$ cat src/rtl/viterbi_conv_encoder_if.sv
// Handshake bundle for the K=7 rate-1/2 convolutional encoder.
// The master side drives frame control, input bits and output back-pressure.
interface viterbi_conv_encoder_if #(
  parameter int LEN_W = 16
);
  logic             start;
  logic [LEN_W-1:0] frame_len;
  logic             in_valid;
  logic             in_ready;
  logic             in_bit;
  logic             out_valid;
  logic             out_ready;
  logic [1:0]       out_sym;
  logic             out_last;
  logic             busy;
  logic             frame_done;

  modport master (
    output start, frame_len, in_valid, in_bit, out_ready,
    input  in_ready, out_valid, out_sym, out_last, busy, frame_done
  );

  modport slave (
    input  start, frame_len, in_valid, in_bit, out_ready,
    output in_ready, out_valid, out_sym, out_last, busy, frame_done
  );
endinterface

$ cat src/rtl/viterbi_conv_encoder.sv
// Streaming rate-1/2 K=7 convolutional encoder (171/133 octal) with zero-tail
// termination, so every frame returns the trellis to state 0.
//
// state  | meaning
// -------+------------------------------------------------------------
// S_IDLE | waiting for start; output register may still drain
// S_DATA | encoding information bits as they are handshaken in
// S_TAIL | flushing six zero bits; the sixth symbol carries out_last
module viterbi_conv_encoder #(
  parameter int         LEN_W = 16,
  parameter logic [6:0] G0    = 7'o171,
  parameter logic [6:0] G1    = 7'o133
) (
  input  logic                   clk,
  input  logic                   rst,
  viterbi_conv_encoder_if.slave  bus_io
);

  typedef enum logic [1:0] {
    S_IDLE = 2'd0,
    S_DATA = 2'd1,
    S_TAIL = 2'd2
  } state_e;

  localparam logic [LEN_W-1:0] CNT_ONE   = LEN_W'(1);
  localparam logic [2:0]       TAIL_BITS = 3'd6;

  state_e           state_q, state_d;
  logic [5:0]       shreg_q, shreg_d;
  logic [LEN_W-1:0] bit_cnt_q, bit_cnt_d;
  logic [2:0]       tail_cnt_q, tail_cnt_d;
  logic             out_valid_q, out_valid_d;
  logic [1:0]       out_sym_q, out_sym_d;
  logic             out_last_q, out_last_d;
  logic             frame_done_q, frame_done_d;

  logic             out_free;
  logic             in_fire;
  logic             start_ok;
  logic             sym_load;
  logic             sym_last;
  logic             enc_u;
  logic [6:0]       win;

  // The output slot is usable when empty or when it drains this same cycle.
  assign out_free = !out_valid_q || bus_io.out_ready;
  assign in_fire  = (state_q == S_DATA) && out_free && bus_io.in_valid;
  assign start_ok = (state_q == S_IDLE) && !out_valid_q && bus_io.start;
  assign win      = {enc_u, shreg_q};

  always_comb begin
    state_d    = state_q;
    shreg_d    = shreg_q;
    bit_cnt_d  = bit_cnt_q;
    tail_cnt_d = tail_cnt_q;
    sym_load   = 1'b0;
    sym_last   = 1'b0;
    enc_u      = 1'b0;

    case (state_q)
      S_IDLE: begin
        if (start_ok) begin
          bit_cnt_d  = bus_io.frame_len;
          tail_cnt_d = TAIL_BITS;
          shreg_d    = '0;
          state_d    = (bus_io.frame_len == '0) ? S_TAIL : S_DATA;
        end
      end

      S_DATA: begin
        if (in_fire) begin
          sym_load = 1'b1;
          enc_u    = bus_io.in_bit;
          shreg_d  = {bus_io.in_bit, shreg_q[5:1]};
          if (bit_cnt_q != '0) begin
            bit_cnt_d = bit_cnt_q - CNT_ONE;
          end
          if (bit_cnt_q <= CNT_ONE) begin
            tail_cnt_d = TAIL_BITS;
            state_d    = S_TAIL;
          end
        end
      end

      S_TAIL: begin
        if (out_free) begin
          sym_load = 1'b1;
          enc_u    = 1'b0;
          shreg_d  = {1'b0, shreg_q[5:1]};
          if (tail_cnt_q != 3'd0) begin
            tail_cnt_d = tail_cnt_q - 3'd1;
          end
          if (tail_cnt_q <= 3'd1) begin
            sym_last = 1'b1;
            state_d  = S_IDLE;
          end
        end
      end

      default: begin
        state_d = S_IDLE;
      end
    endcase
  end

  always_comb begin
    out_valid_d  = out_valid_q;
    out_sym_d    = out_sym_q;
    out_last_d   = out_last_q;
    frame_done_d = out_valid_q && bus_io.out_ready && out_last_q;

    if (sym_load) begin
      out_valid_d = 1'b1;
      out_sym_d   = {^(win & G0), ^(win & G1)};
      out_last_d  = sym_last;
    end else if (out_valid_q && bus_io.out_ready) begin
      out_valid_d = 1'b0;
      out_last_d  = 1'b0;
    end
  end

  always_ff @(posedge clk or posedge rst) begin
    if (rst) begin
      state_q      <= S_IDLE;
      shreg_q      <= '0;
      bit_cnt_q    <= '0;
      tail_cnt_q   <= '0;
      out_valid_q  <= 1'b0;
      out_sym_q    <= 2'b00;
      out_last_q   <= 1'b0;
      frame_done_q <= 1'b0;
    end else begin
      state_q      <= state_d;
      shreg_q      <= shreg_d;
      bit_cnt_q    <= bit_cnt_d;
      tail_cnt_q   <= tail_cnt_d;
      out_valid_q  <= out_valid_d;
      out_sym_q    <= out_sym_d;
      out_last_q   <= out_last_d;
      frame_done_q <= frame_done_d;
    end
  end

  assign bus_io.in_ready   = (state_q == S_DATA) && out_free;
  assign bus_io.out_valid  = out_valid_q;
  assign bus_io.out_sym    = out_sym_q;
  assign bus_io.out_last   = out_last_q;
  assign bus_io.busy       = (state_q != S_IDLE) || out_valid_q;
  assign bus_io.frame_done = frame_done_q;

endmodule

$ cat src/flat_wrapper.sv
// flat-port wrapper written by rule: the top's interface ports become plain ports
module viterbi_conv_encoder_flat 
#(
  parameter int         LEN_W = 16,
  parameter logic [6:0] G0    = 7'o171,
  parameter logic [6:0] G1    = 7'o133
)
  (clk, rst, bus_io_start, bus_io_frame_len, bus_io_in_valid, bus_io_in_bit, bus_io_out_ready, bus_io_in_ready, bus_io_out_valid, bus_io_out_sym, bus_io_out_last, bus_io_busy, bus_io_frame_done);
  viterbi_conv_encoder_if #(.LEN_W(LEN_W)) bus_io_i ();
  input  logic clk;
  input  logic rst;
  input wire logic [$bits(bus_io_i.start)-1:0] bus_io_start;
  input wire logic [$bits(bus_io_i.frame_len)-1:0] bus_io_frame_len;
  input wire logic [$bits(bus_io_i.in_valid)-1:0] bus_io_in_valid;
  input wire logic [$bits(bus_io_i.in_bit)-1:0] bus_io_in_bit;
  input wire logic [$bits(bus_io_i.out_ready)-1:0] bus_io_out_ready;
  output wire logic [$bits(bus_io_i.in_ready)-1:0] bus_io_in_ready;
  output wire logic [$bits(bus_io_i.out_valid)-1:0] bus_io_out_valid;
  output wire logic [$bits(bus_io_i.out_sym)-1:0] bus_io_out_sym;
  output wire logic [$bits(bus_io_i.out_last)-1:0] bus_io_out_last;
  output wire logic [$bits(bus_io_i.busy)-1:0] bus_io_busy;
  output wire logic [$bits(bus_io_i.frame_done)-1:0] bus_io_frame_done;
  assign bus_io_i.start = bus_io_start;
  assign bus_io_i.frame_len = bus_io_frame_len;
  assign bus_io_i.in_valid = bus_io_in_valid;
  assign bus_io_i.in_bit = bus_io_in_bit;
  assign bus_io_i.out_ready = bus_io_out_ready;
  assign bus_io_in_ready = bus_io_i.in_ready;
  assign bus_io_out_valid = bus_io_i.out_valid;
  assign bus_io_out_sym = bus_io_i.out_sym;
  assign bus_io_out_last = bus_io_i.out_last;
  assign bus_io_busy = bus_io_i.busy;
  assign bus_io_frame_done = bus_io_i.frame_done;
  viterbi_conv_encoder #(.LEN_W(LEN_W), .G0(G0), .G1(G1)) u_core (.clk(clk), .rst(rst), .bus_io(bus_io_i));
endmodule
$ cat config.mk
export PLATFORM = sky130hd
export DESIGN_NAME = viterbi_conv_encoder_flat
export DESIGN_NICKNAME = d
export VERILOG_FILES = /design/src/rtl/viterbi_conv_encoder_if.sv /design/src/rtl/viterbi_conv_encoder.sv /design/src/flat_wrapper.sv
export SDC_FILE = /design/constraint.sdc
export NUM_CORES = 1
export LEC_CHECK = 0
export ABC_AREA = 1
export CAP_MARGIN = 10
export CORE_MARGIN = 2
export CORE_UTILIZATION = 30
export CTS_BUF_LIST = sky130_fd_sc_hd__clkbuf_8
export DETAILED_ROUTE_END_ITERATION = 12
export PLACE_DENSITY = 0.58
export SLEW_MARGIN = 40
export SYNTH_ARGS = -nofsm -noshare
export SYNTH_HDL_FRONTEND = slang
export SYNTH_SLANG_ARGS = --single-unit
export TNS_END_PERCENT = 20
$ cat constraint.sdc
create_clock -name clk -period 2.91 [get_ports clk]
set_input_delay 0.582 -clock clk [delete_from_list [all_inputs] [get_ports clk]]
set_output_delay 0.582 -clock clk [all_outputs]
set_load 0.02 [all_outputs]
==> metrics.yaml <==
sta:
  period_needed_ps: 2540
  clock_skew_ps: 2.796
  final.period_utilization: 0.8727
  setup_tns_ps: 0
  tightestPinTransition_ps: 486.9
  setup_viol: 0
  finalMaxSlewViolations: 0
  final_critical_path_setup_slack_ps: 370.4
  maxClockFrequency_mhz: 393.8
  report.final.hold_viol_count: 0
  slew-limit-headroom: 0.6731
  grt_setup_unrepaired: "false"
power_and_ir_drop:
  p_per_area_mw_per_mm2: 1039
  internal_power_w: 0.001518
  comb_pwr_share: 0.607
  vdd.ir_drop.worst_uv: 510.6
  switchingPower_w: 0.001494
  switching_share: 0.4960
  power.share.clock: 0.124
  part_of_the_total_power_dissipated_in_sequential_elements: 0.269
  power.leakage_nw: 1.420
floorplanning:
  initial_core_util: 0.3112
  die_area_sq_mm: 0.008792
  core_region_area_sq_mm: 0.007767
  chipHeight_um: 93.77
  ios: 29
  std_cell_rows: 32
  fp.dieW_um: 93.77
detailed_routing:
  detailroute.via_count: 2185
  wl_um: 5640
  met3_length_um: 160
  met2RoutedLength_um: 2751
  final_antenna_net_count: 0
  drtIter0Drc: 72
  wl_met1_um: 2667
  drcViolationCount: 0
  post_drt_wl_per_cell_um: 11.73
  drt_pass1_iterations: 4
  avgViaCountPerCell: 4.543
  top_signal_layer_used: "met4"
global_route:
  largest_net_degree_at_the_start_of_global_routing: 33
  grt_remaining_overflow: 0
  antenna_found_initial: 0
  vias_in_the_first_global_route: 2113
  grt_use_total: 0.1381
  grt_first_pass_wirelength_um: 9618
yosys:
  postSynthAreaPerCell_sq_um: 6.966
  netlist_instances: 347
  yosysWarnings: 0
  synth_fp_nets: 379
  synth-seq-area-share: 0.3313
  mappedNetlistArea_sq_mm: 0.002417
  synth_seq_cells: 32
  synth.lib_cells_used.distinct: 32
layout:
  drive_above_1_share: 0.1372
  layout_commonest_cell: "sky130_fd_sc_hd__nand2_1"
  final_cell_mix: "115 x sky130_fd_sc_hd__nand2_1, 41 x sky130_fd_sc_hd__nor2_1, 36 x sky130_fd_sc_hd__inv_1"
  nNetsFinal: 411
  area_growth_syn_to_layout_pct: 19.88
  antenna_cells: 0
placement:
  post-dp-hpwl_um: 4269
  dp_worst_setup_slack_ps: 353.2
  port_buffers: 28
  gp_routability_congestion: 0.8267
setup_path:
  worst_r2r_setup_slack_ps: 810
  cp-start-kind: "primary input"
  end_kind: "primary output"
  critPathRequiredTime_ps: 2330
  arrival_ps: 1960
  reg2reg_depth: 11
  crit_type: "in2out"
  critical_path_maximum_fanout: 5
clock_tree:
  cts.path.max_buffers: 2
  cts_root_buffer: "sky130_fd_sc_hd__clkbuf_8"
  holdBufCountCts: 0
  clk_pin_slew_worst_paths_ps: 70
  cts_sinks: 32
  clock_buffers_created_by_tritoncts: 5
  htree_levels: 2
  cts.repair.resized: 0
  insertion_delay_ps: 280
  cts_tree: "yes"
  cts_setup_buffers: 0
min_path:
  whs_path_depth: 2
  hold_path.class: "reg2reg"
run_status:
  status: "complete, no violations"
flow_run:
  drv.max_cap_violation_count: 0
[registers in the layout (all words and copies together), names as in the netlist]
signal,flops
u_core.bus_io.frame_done,1
u_core.tail_cnt_q,3
u_core.state_q,2
u_core.bit_cnt_q,16
u_core.bus_io.out_last,1
u_core.bus_io.out_valid,1
u_core.bus_io.out_sym,2
u_core.shreg_q,6
[cell families after synthesis]
family | Yosys count | share of synthesized area
AND/OR/NAND/NOR | 220 | 0.4244
adder cells (fa/ha/maj) | 10 | 0.05176
buffers and inverters | 46 | 0.08281
flip-flops | 32 | 0.3313
AO/OA/AOI/OAI | 31 | 0.08075
XOR/XNOR | 8 | 0.02899
[cells in the mapped netlist, drive strengths merged]
| cell | instances | area, sq um |
|---|---|---|
| nand2 | 124 | 493.0 |
| nor2 | 48 | 221.5 |
| xnor2 | 6 | 52.55 |
| nand3 | 34 | 220.2 |
| inv | 39 | 146.4 |
| o21a | 2 | 15.01 |
| a21oi | 3 | 18.77 |
| nand4 | 5 | 31.28 |
| clkbuf | 2 | 7.510 |
| dfrtp | 32 | 800.8 |
| xor2 | 2 | 17.52 |
| nor3 | 1 | 5.000 |
| nand3b | 2 | 15.01 |
| o21ai | 25 | 155.1 |
| buf | 5 | 46.29 |
| or2 | 6 | 40.04 |
| ha | 10 | 125.1 |
| a31oi | 1 | 6.260 |
[path summary, 6_finish.rpt]
kind                                          startpoint                  endpoint
worst min register to register  u_core.bus_io.out_sym[0]  u_core.bus_io.out_sym[0]
worst max register to register         u_core.state_q[1]       u_core.bit_cnt_q[8]
max in group asynchronous                            rst       u_core.bit_cnt_q[0]
worst min-delay path            u_core.bus_io.out_sym[0]  u_core.bus_io.out_sym[0]
worst max-delay path                    bus_io_out_ready           bus_io_in_ready
min in group asynchronous                            rst  u_core.bus_io.frame_done
[cell type report]
class,count,area [sq um]
Multi-Input combinational cell,269,1416
Sequential cell,32,800.8
Clock buffer,7,96.34
Fill cell,838,4870
Timing Repair Buffer,32,310.3
Inverter,39,146.4
Tap cell,102,127.6
[power by group through the flow]
stage / clock network, W / logic (W) / registers [W]
2_1_floorplan: 0 / 0.00146 / 0.000798
3_3_place_gp: 0 / 0.00181 / 0.000810
3_5_place_dp: 0 / 0.00184 / 0.000813
4_1_cts: 0.000393 / 0.00185 / 0.000807
5_1_grt: 0.000408 / 0.00209 / 0.000834
6_report: 0.000374 / 0.00183 / 0.000810
[through the flow]
stage	instance area [sq um]	hold slack [ps]	power, W	std cells	util
finish	2898	487.0	0.003012	481	0.3731
global route	2898	513.9	0.003331	481	0.3731
CTS	2898	491.2	0.003045	481	0.3731
detailed placement	2801	472.3	0.002651	474	0.3607
global placement	2801	468.2	0.002617	474	0.3607
floorplan	2417	462.3	0.002258	347	-
[critical path, cell delays in order]
cell and delay, ps:
sky130_fd_sc_hd__clkdlybuf4s50_1 470, sky130_fd_sc_hd__inv_1 60, sky130_fd_sc_hd__nand2_4 90, sky130_fd_sc_hd__inv_1 60
sky130_fd_sc_hd__nor2_1 80, sky130_fd_sc_hd__clkdlybuf4s50_1 610
[metal layers]
layer | up-vias | global-route usage
met5 | - | 0
met4 | 0 | 0.03623
met3 | 5 | 0.02648
met2 | 24 | 0.2458
met1 | 1002 | 0.1701
li1 | 1154 | -
(Power assumes the default switching activity.)
